### src/rtl/decoder_scan_seq.sv
// decoder_scan_seq
// Channel scan sequencer feeding the select input of a 4-to-16 decoder.
// It steps through channels 0..15, skips masked channels and holds each
// enabled channel for dwell+1 cycles. A dead cycle with sel_en low separates
// channels, so the decoder outputs are break-before-make.
//
// State table
//   state   | meaning
//   IDLE    | waiting for start; decoder disabled
//   SEEK    | examining channel idx; decoder disabled
//   DWELL   | holding channel idx; decoder enabled, cnt counts down to 0
//
// Ports
//   clk        in   clock, rising edge
//   rst_n      in   asynchronous active-low reset
//   start      in   begin a scan (accepted in IDLE only)
//   stop       in   abort the scan; wins over start
//   cont       in   1 = continuous (wrapping) scan, 0 = single pass
//   dwell      in   hold time per channel is dwell+1 cycles
//   skip_mask  in   bit i = 1 skips channel i
//   sel        out  channel code to the decoder
//   sel_en     out  decoder enable
//   busy       out  scan in progress
//   done       out  one-cycle pulse at the end of a single pass
//   wrap       out  one-cycle pulse on each 15 -> 0 wrap
module decoder_scan_seq #(
  parameter int DWELL_W = 8
) (
  input  logic               clk,
  input  logic               rst_n,
  input  logic               start,
  input  logic               stop,
  input  logic               cont,
  input  logic [DWELL_W-1:0] dwell,
  input  logic [15:0]        skip_mask,
  output logic [3:0]         sel,
  output logic               sel_en,
  output logic               busy,
  output logic               done,
  output logic               wrap
);

  localparam logic [1:0] S_IDLE  = 2'd0;
  localparam logic [1:0] S_SEEK  = 2'd1;
  localparam logic [1:0] S_DWELL = 2'd2;

  localparam logic [DWELL_W-1:0] CNT_ONE = DWELL_W'(1);

  logic [1:0]         state;
  logic [3:0]         idx;
  logic [DWELL_W-1:0] cnt;
  logic [15:0]        mask_q;
  logic [DWELL_W-1:0] dwell_q;
  logic               cont_q;
  logic               done_p;
  logic               wrap_p;

  // Outputs are registered copies of the state seen one cycle earlier, so
  // done/wrap go through a one-cycle pending flag to stay aligned with the
  // IDLE / SEEK cycle they belong to. Stop bypasses this and clears the
  // outputs on the same edge.
  always_ff @(posedge clk or negedge rst_n) begin
    if (!rst_n) begin
      state   <= S_IDLE;
      idx     <= 4'd0;
      cnt     <= '0;
      mask_q  <= '0;
      dwell_q <= '0;
      cont_q  <= 1'b0;
      done_p  <= 1'b0;
      wrap_p  <= 1'b0;
      sel     <= 4'd0;
      sel_en  <= 1'b0;
      busy    <= 1'b0;
      done    <= 1'b0;
      wrap    <= 1'b0;
    end else begin
      done_p <= 1'b0;
      wrap_p <= 1'b0;
      sel    <= (state == S_IDLE) ? 4'd0 : idx;
      sel_en <= (state == S_DWELL);
      busy   <= (state != S_IDLE);
      done   <= done_p;
      wrap   <= wrap_p;

      if (stop && state != S_IDLE) begin
        state  <= S_IDLE;
        idx    <= 4'd0;
        cnt    <= '0;
        sel    <= 4'd0;
        sel_en <= 1'b0;
        busy   <= 1'b0;
        wrap   <= 1'b0;
      end else begin
        case (state)
          S_IDLE: begin
            if (start && !stop) begin
              mask_q  <= skip_mask;
              dwell_q <= dwell;
              cont_q  <= cont;
              idx     <= 4'd0;
              // nothing to scan: finish without ever leaving IDLE
              if (&skip_mask) done_p <= 1'b1;
              else            state  <= S_SEEK;
            end
          end
          S_SEEK: begin
            if (!mask_q[idx]) begin
              cnt   <= dwell_q;
              state <= S_DWELL;
            end else if (idx != 4'd15) begin
              idx <= idx + 4'd1;
            end else if (cont_q) begin
              idx    <= 4'd0;
              wrap_p <= 1'b1;
            end else begin
              idx    <= 4'd0;
              state  <= S_IDLE;
              done_p <= 1'b1;
            end
          end
          S_DWELL: begin
            if (cnt != '0) begin
              cnt <= cnt - CNT_ONE;
            end else if (idx != 4'd15) begin
              idx   <= idx + 4'd1;
              state <= S_SEEK;
            end else if (cont_q) begin
              idx    <= 4'd0;
              state  <= S_SEEK;
              wrap_p <= 1'b1;
            end else begin
              idx    <= 4'd0;
              state  <= S_IDLE;
              done_p <= 1'b1;
            end
          end
          default: begin
            state <= S_IDLE;
            idx   <= 4'd0;
          end
        endcase
      end
    end
  end

endmodule
### config.mk
export PLATFORM = sky130hd
export DESIGN_NAME = decoder_scan_seq
export DESIGN_NICKNAME = d
export VERILOG_FILES = /design/src/rtl/decoder_scan_seq.sv
export SDC_FILE = /design/constraint.sdc
export NUM_CORES = 1
export LEC_CHECK = 0
export ABC_AREA = 0
export CAP_MARGIN = 30
export CORE_MARGIN = 1
export CORE_UTILIZATION = 35
export CTS_CLUSTER_DIAMETER = 40
export DETAILED_ROUTE_END_ITERATION = 10
export DONT_BUFFER_PORTS = 1
export GPL_ROUTABILITY_DRIVEN = 0
export PLACE_DENSITY_LB_ADDON = 0.12
export SYNTH_ARGS = -nofsm -noshare
export SYNTH_HDL_FRONTEND = slang
export SYNTH_SLANG_ARGS = --single-unit
### constraint.sdc
create_clock -name clk -period 3.1 [get_ports clk]
set_input_delay 0.155 -clock clk [delete_from_list [all_inputs] [get_ports clk]]
set_output_delay 0.155 -clock clk [all_outputs]
set_load 0.05 [all_outputs]
---- Yosys cells after proc, flatten, opt, wreduce, memory -nomap -nowiden ----
Cells that the tools add are included.
cells by class
  $add $sub $neg .......................... 2
  magnitude comparators ................... 1
  equal/unequal tests ..................... 11
  mux-type cells .......................... 41
  bitwise logic cells ..................... 1
  reductions and logical operators ........ 12
operators with widths
  operator                                               number
  two-way mux 4 bit                                      7
  two-way mux 8 bit                                      3
  two-way mux 1 bit                                      18
  one-hot mux 8 bit (2 select lines)                     1
  AND reduction 16 bit                                   1
  two-way mux 2 bit                                      7
  inequality test 3 bit, second input constant           4
  inequality test 4 bit, second input constant           3
  one-hot mux 4 bit (3 select lines)                     1
  AND reduction 3 bit                                    3
  nonzero test 8 bit                                     1
  subtractor 8 x 1 -> 8 bit, second input constant       1
  inequality test 3 x 1 -> 1 bit, second input constant  2
  one-hot mux 2 bit (3 select lines)                     1
  < comparator 4 x 5 -> 1 bit, second input constant     1
  AND reduction 5 bit                                    1
  adder 4 x 1 -> 4 bit, second input constant            1
  binary-select mux 1 bit (select 4 bit)                 1
  one-hot mux 1 bit (3 select lines)                     1
  nonzero test 3 bit                                     1
  equality test 2 x 1 -> 1 bit, second input constant    1
  equality test 2 bit, second input constant             1
  logical AND 1 bit                                      2
  zero test 2 bit                                        1
  other kinds (4)                                        4
word-level totals
  bits in registers ....................... 49
  input port bits ......................... 29
  output and inout bits ................... 8

---- Logic depth before layout (Yosys ltp) ----
  word-level depth ........................ 5
  depth in mapped cells ................... 9

---- Worst setup path before layout ----
No wires, ideal clock.
  path type ............................... reg-to-reg
  start ................................... register idx[0]
  end ..................................... register state[0]
  setup time .............................. 0.128 ns
  arrival time ............................ 2.034 ns
  required time ........................... 2.972 ns
  path slack .............................. 0.938 ns
  cell stages (with the launch flop) ...... 8
  buffers on the path ..................... 2
  period minus slack after synthesis ...... 2.162 ns
  path through ............................ dfrtp_1 buf_6 mux4_2 o21ai_2 a21oi_2 buf_6 a221oi_2 mux2_1
on the way
  longest elaborated chain between the ends .. 5
  elaborated cells on any way between the ends .. 11
RTL lines
  item                                                                             RTL line       text
  from (decl)                                                                      50             logic [3:0] idx;
  from (signal assigned)                                                           112            idx <= idx + 4'd1;
  from (signal assigned)                                                           126            idx <= idx + 4'd1;
  binary-select mux 1 bit (select 4 bit) or inequality test 4 bit (tied branches)  108, 111, 125
  two-way mux 1 bit, on equally long branches                                      108, 125
  two-way mux 2 bit, on equally long branches                                      108, 123
  one-hot mux 2 bit (3 select lines)                                               95             case (state)
  two-way mux 2 bit                                                                86             if (stop && state != S_IDLE) begin
  to (signal assigned)                                                             87             state <= S_IDLE;
  to (signal assigned)                                                             104            else state <= S_SEEK;
  to (signal assigned)                                                             110            state <= S_DWELL;
  to (decl)                                                                        49             logic [1:0] state;
Several ways; a longest one is shown, not always the timed one. The select of a mux whose other input is x is not followed.
A chain may end at the register's enable or synchronous reset.

---- Final worst setup path ----
  start ................................... register state[0]
  end ..................................... register cnt[0]
on the way
  longest elaborated chain between the ends .. 4
  elaborated cells on any way between the ends .. 10
RTL lines
  item                                                                  RTL line  text
  from (signal assigned)                                                64        state <= S_IDLE;
  from (signal assigned)                                                87
  from (signal assigned)                                                104
  nonzero test 2 bit                                                    86
  logical AND 1 bit                                                     86
  inequality test 3 bit (no source line), or another cell as far along  --
  AND reduction 3 bit (no source line)                                  --
  to (signal assigned)                                                  109       cnt <= dwell_q;
  to (signal assigned)                                                  124       cnt <= cnt - CNT_ONE;
  to (decl)                                                             51        logic [DWELL_W-1:0] cnt;
Several ways; a longest one is shown, not always the timed one.

==> flow_metrics.tcl <==
set metrics [dict create \
    status "completed" \
    setup.worst_path.start_class "flip-flop" \
    ys_warn_count 0 \
    tns_ns 0 \
    ys_seq_area_frac 0.490 \
    crit_arrival_ns 2.86 \
    ys.flop_type "dfrtp_1" \
    dp_hpwl_um 3810 \
    cts_root_buffer "clkbuf_8" \
    highest_layer "met4" \
    path_class "reg2reg" \
    synth_mux_area_frac 0.164 \
    grt_pass1_vias 1841 \
    p_per_area_nw_per_um2 905 \
    yosysTopAreaCellShare 0.490 \
    htree_levels 2 \
    synth_seq_cells 49 \
    antenna_cells 0 \
    ant_nets 0 \
    drive_gt1_frac 0.202 \
    final_max_slew_viol_count 0 \
    rows 30 \
    placed_area_um2 2580 \
    synthTopCellsByArea "dfrtp_1 49%, mux2_2 11%, o31ai_1 3.6%" \
    synth_top_family_by_area "multiplexers" \
    ir_worst_vdd_mv 0.343 \
    numCtsBuffers 5 \
    power.leakage_nw 1.26 \
    antenna_found_initial 0 \
    grt_max_degree 50 \
    fillers 678 \
    viasPerCell 5.42 \
    synthAdderAreaFrac 0.0350 \
    fp.dieW_um 86.5 \
    required_ns 3.31 \
    synth_area_leader_cell "dfrtp_1" \
    routed_wl_um 5570 \
    synth-simple-area-share 0.128 \
    synthArstFlopShare 1.00 \
    cts_tree "yes" \
    synth_compound_area_frac 0.143 \
    drt_pass1_iterations 6 \
    utilization 0.435 \
    grt_pass1_wl_um 9360 \
    cp_max_fo 11 \
    grt_usage 0.165 \
    total_power_mw 2.69 \
    gr-total-overflow 0 \
    io_buffers 0 \
    final_area_um2 2970 \
    tightest_slew_ns 0.741 \
    period_needed_ns 2.65 \
    wl_per_cell_um 16.4 \
    avgSynthCellArea_um2 11.6 \
    drt-met1-wl_um 2560 \
    num_io_pins 37 \
    final_nets 278 \
    drcViolationCount 0 \
    clock_path_buffers 2 \
    vias 1836 \
    start_util 0.366 \
    synth_cell_types 48 \
    clkSlewWorstSetupHoldPaths_ns 0.10 \
    cts_sinks 49 \
    chipHeight_um 86.5 \
    worstSetupEndpointType "flip-flop" \
    fin_skew_ns 0.00943 \
    wl_met2_um 2650 \
    place_ws_ns 0.507 \
    area_growth_pct 18.8 \
    core_area_um2 6830 \
    drtIter0Drc 127 \
    synth_edf_count 0 \
    hold_viol_final 0 \
    timing.slew.headroom 0.501 \
    setup_viol 0 \
    clock_latency_ns 0.31 \
    die-area_um2 7490 \
    rsz0062_at_grt "false" \
    fin_ws_ns 0.453 \
    hold_path.class "in2reg" \
    synth-xor-area-share 0 \
    synth_area_um2 2500 \
    synthCells 215 \
    period_share 0.854 \
    syn-num-nets 251 \
    cts-resized-gates 0 \
    drv_cap 0 \
    max_freq_mhz 378 \
    wl_met3_um 264 \
]
-- kinds of logic (layout without fill, tap and decap cells) --
| family | count (synthesis) | count (layout) |
|---|---|---|
| AO/OA/AOI/OAI | 44 | 44 |
| adder cells (fa/ha/maj) | 7 | 7 |
| buffers and inverters | 22 | 50 |
| flip-flops | 49 | 49 |
| multiplexers | 35 | 35 |
| AND/OR/NAND/NOR | 58 | 58 |
-- Yosys cell counts (2+ instances only) --
library cell / n
nand4_1: 6
nand2_1: 7
mux2_2: 25
nor4_1: 3
mux2i_1: 6
nor3_1: 9
o21ai_0: 5
a21oi_1: 7
ha_1: 7
mux2_1: 2
a31oi_1: 2
a221oi_1: 2
inv_1: 12
nand3_1: 5
clkbuf_1: 6
mux4_2: 2
o31ai_1: 12
buf_6: 2
dfrtp_1: 49
nor2_1: 17
o21ai_2: 2
-- layer usage --
metal,global-route usage,vias up
met1,0.233,919
met2,0.250,56
met4,0.0561,0
met3,0.0362,9
li1,-,852
met5,0,-
-- layout by cell type (no fill, tap or decap), drive strengths merged, types with 2 or more instances in the layout --
cell type and instances:
mux2 27, nand4 6, clkinv 2, nand3 5, a221oi 3, mux4 2
clkbuf 5, dfrtp 49, inv 13, nor4b 2, a21oi 8, a31oi 2
o41ai 2, buf 3, o21ai 8, nand2 7, nor2 17, ha 7
or2 2, mux2i 6, dlygate4sd3 27, nor3 9, nor4 3, o31ai 13
-- registers in the layout (all words and copies together), names as in the netlist --
| signal | cells |
|---|---|
| state | 2 |
| wrap | 1 |
| wrap_p | 1 |
| mask_q | 16 |
| busy | 1 |
| idx | 4 |
| done_p | 1 |
| dwell_q | 8 |
| sel | 4 |
| sel_en | 1 |
| cont_q | 1 |
| cnt | 8 |
| done | 1 |
-- power breakdown --
group          leakage, nW  internal [mW]  switching [mW]
Clock               0.0487          0.165           0.242
Sequential           0.616          0.888           0.242
Combinational        0.591          0.542           0.609
-- critical path, cell delays in order, from the launching register on --
cell and delay [ns]:
dfrtp_1 0.45, inv_1 0.09, ha_1 0.33, nand2b_1 0.39, nand2_1 0.29, inv_1 0.10, o2bb2ai_2 0.21, or2_1 0.38
o41ai_2 0.31
-- repair_timing --
item | CTS | global route
hold buffers | 28 | 0
setup buffers | 0 | 0
hold endpoints to repair | 79 | 0
-- worst paths after layout --
| path | depth (start not counted) | slack [ns] | startpoint | to |
|---|---|---|---|---|
| max reg2reg | 8 | 0.45 | state[0]$_DFFE_PN0P_ | cnt[0]$_DFFE_PN0P_ |
| min | 4 | 0.17 | skip_mask[9] | done_p$_DFF_PN0_ |
| max | 8 | 0.45 | state[0]$_DFFE_PN0P_ | cnt[0]$_DFFE_PN0P_ |
| max in group asynchronous | 2 | 2.51 | rst_n | cont_q$_DFFE_PN0P_ |
| min in group asynchronous | 2 | 0.36 | rst_n | done$_DFF_PN0_ |
| min reg2reg | 0 | 0.35 | done_p$_DFF_PN0_ | done$_DFF_PN0_ |
-- metrics by stage --
stage               cells  hold slack (ns)
floorplan             215           -0.141
global placement      303           -0.139
detailed placement    303           -0.139
CTS                   339            0.161
global route          339            0.194
finish                339            0.173
-- area by class of cell --
class | count | area (um2) | area share
clock inverters | 3 | 26.3 | 0.00884
flip-flops and latches | 49 | 1230 | 0.413
multi-input cells | 144 | 1170 | 0.395
well taps | 96 | 120 | 0.0404
inverters | 12 | 45.0 | 0.0152
clock buffers | 5 | 68.8 | 0.0232
repair buffers | 30 | 313 | 0.105
Note: power is estimated with default switching activity, not from simulation.
